## src/rtl/price_table.sv

```systemverilog
`default_nettype none
// ============================================================================
// Module   : price_table
// Brief    : Programmable product-price store with registered lookups,
//            service-mode writes and a sequential default-load engine.
// Revision : 1.0 - initial release
// ============================================================================
module price_table #(
    parameter int N_PRODUCTS = 4,
    parameter int PRICE_W    = 8,
    parameter int PRICE_STEP = 5,
    localparam int ADDR_W    = (N_PRODUCTS > 2) ? $clog2(N_PRODUCTS) : 1
) (
    input  logic               clk,
    input  logic               rst,
    input  logic               rd_req,
    input  logic [ADDR_W-1:0]  rd_addr,
    output logic               rd_valid,
    output logic [PRICE_W-1:0] rd_price,
    output logic               rd_err,
    input  logic               svc_en,
    input  logic               wr_en,
    input  logic [ADDR_W-1:0]  wr_addr,
    input  logic [PRICE_W-1:0] wr_data,
    output logic               wr_ack,
    output logic               wr_err,
    input  logic               restore,
    output logic               busy
);

    localparam logic [ADDR_W:0]    c_n    = N_PRODUCTS[ADDR_W:0];
    localparam logic [ADDR_W-1:0]  c_last = ADDR_W'(N_PRODUCTS - 1);
    localparam logic [PRICE_W-1:0] c_step = PRICE_STEP[PRICE_W-1:0];

    typedef enum logic [1:0] {
        S_INIT    = 2'd0,
        S_IDLE    = 2'd1,
        S_RESTORE = 2'd2
    } state_t;

    state_t             r_state;
    logic [ADDR_W-1:0]  r_idx;
    logic [PRICE_W-1:0] r_def;
    logic [PRICE_W-1:0] r_mem [N_PRODUCTS];

    logic w_idle;
    logic w_rd_err;
    logic w_wr_inrange;
    logic w_restore;
    logic w_wr_accept;

    assign w_idle       = (r_state == S_IDLE);
    assign w_rd_err     = ({1'b0, rd_addr} >= c_n) || !w_idle;
    assign w_wr_inrange = ({1'b0, wr_addr} < c_n);
    assign w_restore    = w_idle && restore && svc_en;
    // A restore in the same cycle takes priority and turns the write into a reject.
    assign w_wr_accept  = wr_en && w_idle && svc_en && w_wr_inrange
                          && (wr_data != '0) && !w_restore;

    // Default value for entry idx is carried incrementally in r_def, so the
    // natural PRICE_W-bit wrap gives the truncated PRICE_STEP*(idx+1).
    always_ff @(posedge clk) begin
        if (!rst) begin
            if (!w_idle) begin
                r_mem[r_idx] <= r_def;
            end else if (w_wr_accept) begin
                r_mem[wr_addr] <= wr_data;
            end
        end
    end

    always_ff @(posedge clk) begin
        if (rst) begin
            r_state  <= S_INIT;
            r_idx    <= '0;
            r_def    <= c_step;
            busy     <= 1'b1;
            rd_valid <= 1'b0;
            rd_price <= '0;
            rd_err   <= 1'b0;
            wr_ack   <= 1'b0;
            wr_err   <= 1'b0;
        end else begin
            rd_valid <= rd_req;
            rd_err   <= rd_req && w_rd_err;
            rd_price <= (rd_req && !w_rd_err) ? r_mem[rd_addr] : '0;
            wr_ack   <= w_wr_accept;
            wr_err   <= wr_en && !w_wr_accept;

            case (r_state)
                S_INIT, S_RESTORE: begin
                    r_def <= r_def + c_step;
                    if (r_idx == c_last) begin
                        r_state <= S_IDLE;
                        r_idx   <= '0;
                        busy    <= 1'b0;
                    end else begin
                        r_idx <= r_idx + 1'b1;
                    end
                end
                S_IDLE: begin
                    if (w_restore) begin
                        r_state <= S_RESTORE;
                        r_idx   <= '0;
                        r_def   <= c_step;
                        busy    <= 1'b1;
                    end
                end
                default: begin
                    r_state <= S_INIT;
                    r_idx   <= '0;
                    r_def   <= c_step;
                    busy    <= 1'b1;
                end
            endcase
        end
    end

endmodule
`default_nettype wire
```

## config.mk

```make
export PLATFORM = sky130hd
export DESIGN_NAME = price_table
export DESIGN_NICKNAME = d
export VERILOG_FILES = /design/src/rtl/price_table.sv
export SDC_FILE = /design/constraint.sdc
export NUM_CORES = 1
export LEC_CHECK = 0
export ABC_AREA = 1
export BUFFER_PORTS_ARGS = -buffer_cell sky130_fd_sc_hd__buf_4
export CORE_ASPECT_RATIO = 0.8
export CORE_MARGIN = 3
export CORE_UTILIZATION = 45
export CTS_CLUSTER_DIAMETER = 50
export DETAILED_ROUTE_END_ITERATION = 10
export PLACE_DENSITY = 0.73
export RECOVER_POWER = 100
export SYNTH_ARGS = -nofsm -noshare
export SYNTH_HDL_FRONTEND = slang
export SYNTH_SLANG_ARGS = --single-unit
```

## constraint.sdc

```tcl
create_clock -name clk -period 3.7 [get_ports clk]
set_clock_uncertainty 0.1 [all_clocks]
set_input_delay 0.555 -clock clk [delete_from_list [all_inputs] [get_ports clk]]
set_output_delay 0.555 -clock clk [all_outputs]
set_load 0.02 [all_outputs]
```

==> impl_metrics.yaml <==
run_status:
  outcome: "completed"
cells_and_area:
  diodes: 0
  area_growth_pct: 14.8
  drive_gt1_share_pct: 11.5
  nets: 311
  seq_area_mm2: 0.00146
  multi_input_area_um2: 733
  fin_area_mm2: 0.00275
  fillers: 485
cts:
  root_buffer: "clkbuf_8"
  cts_buffer_depth: 2
  post_cts_resized: 0
  postCtsSetupBuffers: 0
  clkTransAtPathRegs_ns: 0.06
  htree_levels: 3
  cts_tree: "built"
  clock-sinks: 57
  hold_buffers: 0
  cts_buffers: 9
  clock_latency_ns: 0.33
routing:
  ant_nets: 0
  post_drt_wl_per_cell_um: 12.6
  num_vias: 1748
  routed_via_density: 4.88
  drtPass1Iterations: 4
  drc_errors: 0
  drt_iter0_drc: 59
  wl_mm: 4.52
placed_design:
  portBuffers: 30
  hpwl_mm: 3.17
  place.gp.congestion: 0.795
  dpl_cell_area_mm2: 0.00266
logic_synthesis:
  ys_seq_area_share_pct: 61.1
  synth_nets: 277
  synth.largest_area_cell: "edfxtp_1"
  netlist_area_mm2: 0.00239
  synth_top_area_share_pct: 40.2
  yosysMostFrequentCell: "nor2_1"
  synthArstFlopShare_pct: 0
  ys.flop_type: "edfxtp_1"
  synth_common_cells: "nor2_1, nand2_1, edfxtp_1"
  synth_edf_count: 32
  synth_warnings: 0
  ys_ff_latch: 57
  ys_types: 25
  synthCells: 257
  synth_area_leaders: "edfxtp_1, dfxtp_1, nor2_1"
  avgSynthCellArea_um2: 9.31
global_routing:
  grt_pass1_wl_mm: 7.43
  globalRouteOverflowTotal: 0
  gr-usage-all-layers_pct: 16.2
  grt_max_degree: 24
  antenna_found_initial: 0
  grt_pass1_vias: 1649
setup_path:
  crit_fanout: 23
  required_ns: 3.55
  worstSetupStartpointType: "flop"
  critPathArrivalTime_ns: 2.68
  cp-end-kind: "flop"
  r2r_cells: 6
  crit_type: "flop to flop"
sta:
  tns_ns: 0
  fin_crit_sh_pct: 76.5
  timing.hold.ws_ns: 0.366
  setup_violations: 0
  rsz0062_at_grt: "no"
  fmax_ghz: 0.353
  min_period_ns: 2.83
  relSlewSlack_pct: 38.1
  hold_violations: 0
  max_slew.worst_pin.slew_ns: 0.925
  slew_viol_final: 0
die:
  die_area_mm2: 0.00623
  die_w_um: 87.5
  rows: 23
  io_pins: 31
  initial_core_util_pct: 47.2
  design.core.area_mm2: 0.00506
  die_h_um: 71.2
hold_path:
  min_path_cells: 3
  holdCritPathClass: "primary input to flop"
power_and_ir_drop:
  finalPower_mw: 1.53
  ir_drop_mv: 0.309
  switchingPower_mw: 0.389
  p_sw_share_pct: 25.4
  p_comb_share_pct: 12.5
  p_leak_nw: 1.13
  clock_power_share_pct: 36.2
  internal_power_mw: 1.14
  pwr-share-seq_pct: 51.3
  pwr_density_cell_mw_per_mm2: 558
job:
  cap_viol_max_count: 0
## critical path: stages (launching register included)
cell and delay, ns:
dfxtp_1 0.36, nand2_1 0.12, nor2_1 0.24, nand3_1 0.56, nand2_2 0.23, nand3_1 0.12, nor2_1 0.72
## cell families after synthesis
family / share of synthesized area, %
AND/OR/NAND/NOR: 20.2
flip-flops: 61.1
AO/OA/AOI/OAI: 10.9
buffers and inverters: 6.33
adder cells (fa/ha/maj): 1.05
XOR/XNOR: 0.366
## stage by stage
stage	setup WS, ns	std cells	util [%]
floorplan	1.61	257	-
global placement	1.09	342	52.4
detailed placement	1.05	342	52.4
CTS	1.35	358	56.2
global route	0.624	358	54.2
finish	0.870	358	54.2
## area by class of cell
| class | count | area share [%] |
|---|---|---|
| Multi-Input combinational cell | 163 | 26.7 |
| Inverter | 30 | 4.10 |
| Sequential cell | 57 | 53.2 |
| Tap cell | 62 | 2.82 |
| Clock inverter | 3 | 1.46 |
| Timing Repair Buffer | 30 | 6.29 |
| Clock buffer | 13 | 5.42 |
## path summary, 6_finish.rpt
kind / slack (ns) / to / startpoint
setup / recovery: 0.87 / r_mem[1][7]$_DFFE_PP_ / r_state[0]$_SDFFE_PP0P_
hold reg to reg: 0.37 / busy$_SDFFE_PP1P_ / busy$_SDFFE_PP1P_
setup reg to reg: 0.87 / r_mem[1][7]$_DFFE_PP_ / r_state[0]$_SDFFE_PP0P_
hold / removal: 0.37 / wr_err$_SDFF_PP0_ / wr_en
## power groups by stage
| stage | sequential (mW) | clock, mW | combinational [mW] |
|---|---|---|---|
| global route | 0.792 | 0.608 | 0.226 |
| CTS | 0.785 | 0.573 | 0.204 |
| detailed placement | 0.799 | 0 | 0.203 |
| finish | 0.785 | 0.555 | 0.191 |
| global placement | 0.797 | 0 | 0.197 |
| floorplan | 0.794 | 0 | 0.138 |
## routing by layer
metal | wire (µm) | track usage [%]
met1 | 2150 | 19.5
met4 | 66 | 6.47
met2 | 1990 | 24.6
met3 | 318 | 8.39
met5 | 0 | 0
## flip-flops by register name, summed over array words and instances (netlist names)
signal	cells
r_idx	2
wr_err	1
r_state	2
r_def	8
wr_ack	1
r_mem	32
rd_price	8
busy	1
rd_valid	1
rd_err	1
## layout by cell type, fill, tap and decap left out, drive strengths merged
cell and count:
or2 1, nand2 47, clkbuf 27, nor2 47, buf 16, bufinv 1, ha 2, xor2 1
edfxtp 32, nand3 12, nand4 2, dfxtp 25, a21oi 17, o21ai 30, o21a 1, clkinv 2
nor3 2, inv 30, o211ai 1
Power figures use the tool's default switching activity.
